[src/rtl/toy_datapath.sv]
// toy_datapath: datapath stage under direct control of the toy-processor
// controller. Holds PC, IR, operand register D and accumulator AC, drives the
// single-port instruction/data memory and returns the one-hot opcode decode
// plus the ZERO flag the controller branches on.
//
// Ports:
//   CLK, RESET              clock (rising edge), synchronous active-high reset
//   PC_CNT, LD_PC           PC increment / load from IR address field
//   LD_IR, LD_D, LD_AC      register load strobes
//   CL, CL_AC               clear PC/IR/D, clear AC
//   ADDSUB                  ALU op: 0 = AC+D, 1 = AC-D
//   DORPC, RORW, MEM_EN     address select, read/write, memory enable
//   MEM_RDATA               asynchronous memory read data
//   MEM_ADDR/WDATA/WE/RE    memory interface outputs
//   CLR, ADD, SUB, STORE, BZ one-hot IR opcode decode
//   ZERO                    AC == 0
//   PC_Q, AC_Q, IR_Q        debug register views
module toy_datapath #(
  parameter int DATA_W = 8,
  parameter int ADDR_W = 5
) (
  input  logic              CLK,
  input  logic              RESET,
  input  logic              PC_CNT,
  input  logic              LD_PC,
  input  logic              LD_IR,
  input  logic              LD_D,
  input  logic              LD_AC,
  input  logic              CL,
  input  logic              CL_AC,
  input  logic              ADDSUB,
  input  logic              DORPC,
  input  logic              RORW,
  input  logic              MEM_EN,
  input  logic [DATA_W-1:0] MEM_RDATA,
  output logic [ADDR_W-1:0] MEM_ADDR,
  output logic [DATA_W-1:0] MEM_WDATA,
  output logic              MEM_WE,
  output logic              MEM_RE,
  output logic              CLR,
  output logic              ADD,
  output logic              SUB,
  output logic              STORE,
  output logic              BZ,
  output logic              ZERO,
  output logic [ADDR_W-1:0] PC_Q,
  output logic [DATA_W-1:0] AC_Q,
  output logic [DATA_W-1:0] IR_Q
);

  localparam int OPC_W = DATA_W - ADDR_W;

  typedef enum logic [2:0] {
    OP_NOP   = 3'd0,
    OP_CLR   = 3'd1,
    OP_ADD   = 3'd2,
    OP_SUB   = 3'd3,
    OP_STORE = 3'd4,
    OP_BZ    = 3'd5
  } opcode_e;

  logic [ADDR_W-1:0] pc;
  logic [DATA_W-1:0] ir;
  logic [DATA_W-1:0] d;
  logic [DATA_W-1:0] ac;
  logic [DATA_W-1:0] alu_res;
  logic [OPC_W-1:0]  opc;
  logic [ADDR_W-1:0] ir_addr;

  assign opc     = ir[DATA_W-1:ADDR_W];
  assign ir_addr = ir[ADDR_W-1:0];

  // ALU works on pre-edge register values, so LD_D together with LD_AC
  // consumes the old D.
  always_comb begin
    alu_res = ADDSUB ? (ac - d) : (ac + d);
  end

  always_ff @(posedge CLK) begin
    if (RESET) begin
      pc <= '0;
      ir <= '0;
      d  <= '0;
      ac <= '0;
    end else begin
      if (CL) begin
        pc <= '0;
        ir <= '0;
        d  <= '0;
      end else begin
        if (LD_PC) begin
          pc <= ir_addr;
        end else if (PC_CNT) begin
          pc <= pc + ADDR_W'(1);
        end
        if (LD_IR) begin
          ir <= MEM_RDATA;
        end
        if (LD_D) begin
          d <= MEM_RDATA;
        end
      end

      if (CL_AC) begin
        ac <= '0;
      end else if (LD_AC) begin
        ac <= alu_res;
      end
    end
  end

  // Opcode field is compared zero-extended, so any set bit above the 3-bit
  // code space (wide opcode fields) decodes to no line at all.
  always_comb begin
    CLR   = 1'b0;
    ADD   = 1'b0;
    SUB   = 1'b0;
    STORE = 1'b0;
    BZ    = 1'b0;
    case (opc)
      OPC_W'(OP_CLR):   CLR   = 1'b1;
      OPC_W'(OP_ADD):   ADD   = 1'b1;
      OPC_W'(OP_SUB):   SUB   = 1'b1;
      OPC_W'(OP_STORE): STORE = 1'b1;
      OPC_W'(OP_BZ):    BZ    = 1'b1;
      default: ;
    endcase
  end

  assign MEM_ADDR  = DORPC ? ir_addr : pc;
  assign MEM_WDATA = ac;
  assign MEM_RE    = MEM_EN & RORW;
  assign MEM_WE    = MEM_EN & ~RORW;
  assign ZERO      = (ac == '0);
  assign PC_Q      = pc;
  assign AC_Q      = ac;
  assign IR_Q      = ir;

endmodule

[config.mk]
export PLATFORM = sky130hd
export DESIGN_NAME = toy_datapath
export DESIGN_NICKNAME = d
export VERILOG_FILES = /design/src/rtl/toy_datapath.sv
export SDC_FILE = /design/constraint.sdc
export NUM_CORES = 1
export LEC_CHECK = 0
export BUFFER_PORTS_ARGS = -buffer_cell sky130_fd_sc_hd__buf_2
export CAP_MARGIN = 20
export CORE_UTILIZATION = 49
export DETAILED_ROUTE_END_ITERATION = 12
export GPL_ROUTABILITY_DRIVEN = 0
export HOLD_SLACK_MARGIN = 0.12
export PLACE_DENSITY = 0.77
export SKIP_LAST_GASP = 1
export SYNTH_ARGS = -nofsm -noshare
export SYNTH_HDL_FRONTEND = slang
export SYNTH_SLANG_ARGS = --single-unit
[constraint.sdc]
create_clock -name CLK -period 4.7 [get_ports CLK]
set_input_delay 0.235 -clock CLK [delete_from_list [all_inputs] [get_ports CLK]]
set_output_delay 0.235 -clock CLK [all_outputs]
set_load 0.01 [all_outputs]
Word level (Yosys, flattened, before mapping)
Cells that the tools add are included.

word-level totals
  register bits after elaboration = 29
  output and inout bits = 42
  word-level logic and storage cells = 28

cells by class
  add/subtract/negate cells = 3
  eq/ne operators = 5
  multiplexer cells = 9
  bitwise logic cells = 3
  reduce and logical (&&, ||, !) cells = 4

operators by type and width
  operator                                        number
  2-to-1 mux 5 bit                                3
  adder 8 bit                                     1
  logical NOT 8 bit                               1
  2-to-1 mux 8 bit                                1
  subtractor 8 bit                                1
  == test 3 x 2 -> 1 bit (second input constant)  2
  == test 3 bit (second input constant)           2
  adder 5 x 1 -> 5 bit (second input constant)    1
  2-to-1 mux 1 bit                                5
  OR reduction 2 bit                              2
  == test 3 x 1 -> 1 bit (second input constant)  1
  bitwise AND 1 bit                               2
  nonzero test 2 bit                              1
  inverter 1 bit                                  1

Longest topological paths before layout
  word-level depth = 3
  depth in mapped cells = 11
  gate-level depth less buffers = 11

Least setup slack after synthesis
No wires, ideal clock.

  path type = register to register
  from = register d[0]
  to = register ac[7] (netlist: AC_Q[7])
  setup time = 0.116 ns
  data arrival time = 2.071 ns
  required time = 4.584 ns
  setup slack = 2.513 ns
  cell stages (with the launch flop) = 12
  path buffers = 0
  cells stage by stage = dfxtp_1 > inv_1 > ha_1 > a31oi_1 > xnor2_1 > ha_1 > a21o_1 > nand3_1 > and3b_1 > xnor2_1 > a211oi_1 > a31o_1

on the way
  cells in the longest elaborated chain, start to end = 2
  elaborated cells between the ends (all ways) = 3
  those cells by class = add/sub: 2; mux: 1

ends and longest elaborated chain
  item                                                    RTL line  source
  start: declaration                                      64        logic [DATA_W-1:0] d;
  start signal: assignment                                83        d <= '0;
  start signal: assignment                                89        d <= '0;
  start signal: assignment                                100       d <= MEM_RDATA;
  adder 8 bit / subtractor 8 bit (equally long branches)  76        alu_res = ADDSUB ? (ac - d) : (ac + d);
  2-to-1 mux 8 bit (*)                                    76
  end signal: assignment                                  107       ac <= alu_res;
  end: declaration                                        65        logic [DATA_W-1:0] ac;

Every way passes the cells marked *; elsewhere a longest branch is shown, timed or not.
A chain may end at the register's enable or synchronous reset.

Worst setup path in the final report
  from = register d[0]
  to = register ac[6] (netlist: AC_Q[6])

Same word-level chain as after synthesis.

==> reports/qor.yml <==
status:
  outcome: "finished clean"
synthesis:
  syn_nets: 223
  ys_warn_count: 0
  synth_cells: 192
  yosysSeqAreaShare_pct: 33.9
  yosysMostFrequentCell: "nor2_1"
  ys.flop_type: "dfxtp_1"
  ys_types: 32
  synth_area_leaders: "dfxtp_1 34%, mux2i_1 13%, nor2_1 8.1%"
  synth-edff-count: 0
  syn_avg_cell_area_um2: 8.91
  yosys-top-cells-count: "37 x nor2_1, 29 x dfxtp_1, 23 x mux2i_1"
  synth-seq-cells: 29
  synthArstFlopShare_pct: 0
  yosysTopAreaCell: "dfxtp_1"
  netlist_area_mm2: 0.00171
  yosysTopAreaCellShare_pct: 33.9
power:
  power_density_mw_per_mm2: 277
  peakVddDrop_mv: 0.183
  p_leak_uw: 0.00102
setup_path:
  rrSetupSlack_ns: 2.33
  worstPathMaxFanout: 4
  worstSetupEndpointType: "flop"
  critPathSlowestCell: "fa_1"
  timing.critical_path.mode_cell: "mux2i_1"
  max_stage_delay_ns: 0.45
  worst_setup_path_start_kind: "flop"
  worstPathArrival_ns: 2.59
  critical_path_required_ns: 4.93
  path_cells: "inv_1, ha_1, mux2i_1, fa_1, a21o_1, a21oi_1, nor2b_1, o21ai_0, mux2i_1, nand2_1"
  path_class: "flop to flop"
drt:
  wirelength_mm: 3.25
  ant_nets: 0
  vias: 1479
  remaining_drc_errors: 0
  viasPerCell: 5.07
  initialDrtViolationCount: 57
  dr.pass1.iters: 3
  detail_route.wl_per_cell_um: 11.1
clock_tree:
  post-cts-setup-buffers: 0
  h-tree-depth: 2
  numCtsBuffers: 5
  holdBufCountCts: 0
  cts-root-buf: "clkbuf_4"
  insertion_delay_ns: 0.33
  clk_pin_slew_ns: 0.10
  cts.sinks: 29
  clockBufferDepth: 2
  cts_resized: 0
  cts_tree: "yes"
timing:
  period_share_pct: 50.4
  drv_slew: 0
  hold_viol_final: 0
  rsz0062_at_grt: "false"
  skew_ns: 0.0115
  fmax_mhz: 422
  setup_viol: 0
  relSlewSlack_pct: 74.3
  period_needed_ns: 2.37
  final.setup.tns_ns: 0
  worstMarginPinSlew_ns: 0.386
floorplan:
  rows: 21
  io_pins: 63
  die_h_um: 61.1
  fp.dieW_um: 61.1
  coreArea_mm2: 0.00334
  dieArea_mm2: 0.00373
  initial_utilization_pct: 51.3
min_path:
  hold_path.class: "input pin to flop"
final_layout:
  n_antenna_cell: 0
  drive_above_1_share_pct: 31.7
  utilization_pct: 61.1
  fin_cells: 292
  final_nets: 276
  syn_to_final_growth_pct: 19.2
grt:
  antenna_found_initial: 0
  grt_pass1_wl_mm: 5.16
  grt_use_total_pct: 18.8
  grt_max_degree: 22
  grt_pass1_vias: 1189
  overflow: 0
flow_run:
  max-cap-violations: 0
place:
  dp.final_hpwl_mm: 2.49
  dp_cells: 284
  place.port_buffers: 62
[routing by layer]
layer / GRT usage [%] / part of all wire, %
met1: 23.2 / 47
met2: 30.7 / 46
met3: 5.67 / 5.8
met4: 7.14 / 1.4
met5: 0 / 0
[flip-flops by register name (all words and copies together) (netlist names)]
name  count
IR_Q      8
AC_Q      8
d         8
PC_Q      5
[where the power goes]
group | total [uW] | internal, uW | switching, uW | leakage (uW)
logic | 152 | 74.8 | 76.9 | 0.000751
clock network | 145 | 56.9 | 87.8 | 0.0000320
registers | 269 | 256 | 12.7 | 0.000236
[area by class of cell]
cell class / count / area [um^2]
Inverter: 8 / 30.0
Clock inverter: 2 / 10.0
Multi-Input combinational cell: 139 / 1010
Clock buffer: 6 / 41.3
Fill cell: 304 / 1300
Timing Repair Buffer: 62 / 310
Sequential cell: 29 / 581
Tap cell: 46 / 57.6
[cells by family (layout without fill, tap and decap cells)]
logic type	Yosys count	count (layout)	synth area share, %
AND/OR/NAND/NOR	64	64	19.1
flip-flops	29	29	33.9
multiplexers	28	28	16.8
buffers and inverters	24	78	7.10
AO/OA/AOI/OAI	22	22	7.68
XOR/XNOR	15	15	7.68
adder cells (fa/ha/maj)	10	10	7.75
[layout by cell type, fill, tap and decap left out, types with 5 or more instances in the layout]
master	count
nor2_1	37
a21oi_1	11
buf_2	62
clkbuf_4	5
ha_1	9
nor3b_1	5
inv_1	8
mux2i_1	23
mux2_2	5
dfxtp_1	29
xnor2_1	11
[stage by stage]
stage | total power [uW] | instance area [um^2] | hold WS [ns] | setup WS [ns]
2_1_floorplan | 390 | 1710 | 0.383 | 2.51
3_3_place_gp | 424 | 1990 | 0.488 | 2.38
3_5_place_dp | 427 | 1990 | 0.500 | 2.32
4_1_cts | 573 | 2040 | 0.143 | 2.32
5_1_grt | 606 | 2040 | 0.155 | 2.14
6_report | 565 | 2040 | 0.158 | 2.33
[final timing paths]
path,startpoint,end,cells past startpoint
min,MEM_RDATA[0],IR_Q[0],3
max reg2reg,d[0],AC_Q[6],10
min reg2reg,AC_Q[2],AC_Q[2],2
max,d[0],AC_Q[6],10
[worst max-delay path, delay by kind of cell, from the launching register on]
kind | cells | cell delay (ns)
adders and majority gates | 2 | 0.73
AOI/OAI and AO/OA | 3 | 0.61
DFF | 1 | 0.43
muxes | 2 | 0.32
and+or+nand+nor | 2 | 0.12
buffers and inverters | 1 | 0.07
Note: power is estimated with default switching activity, not from simulation.
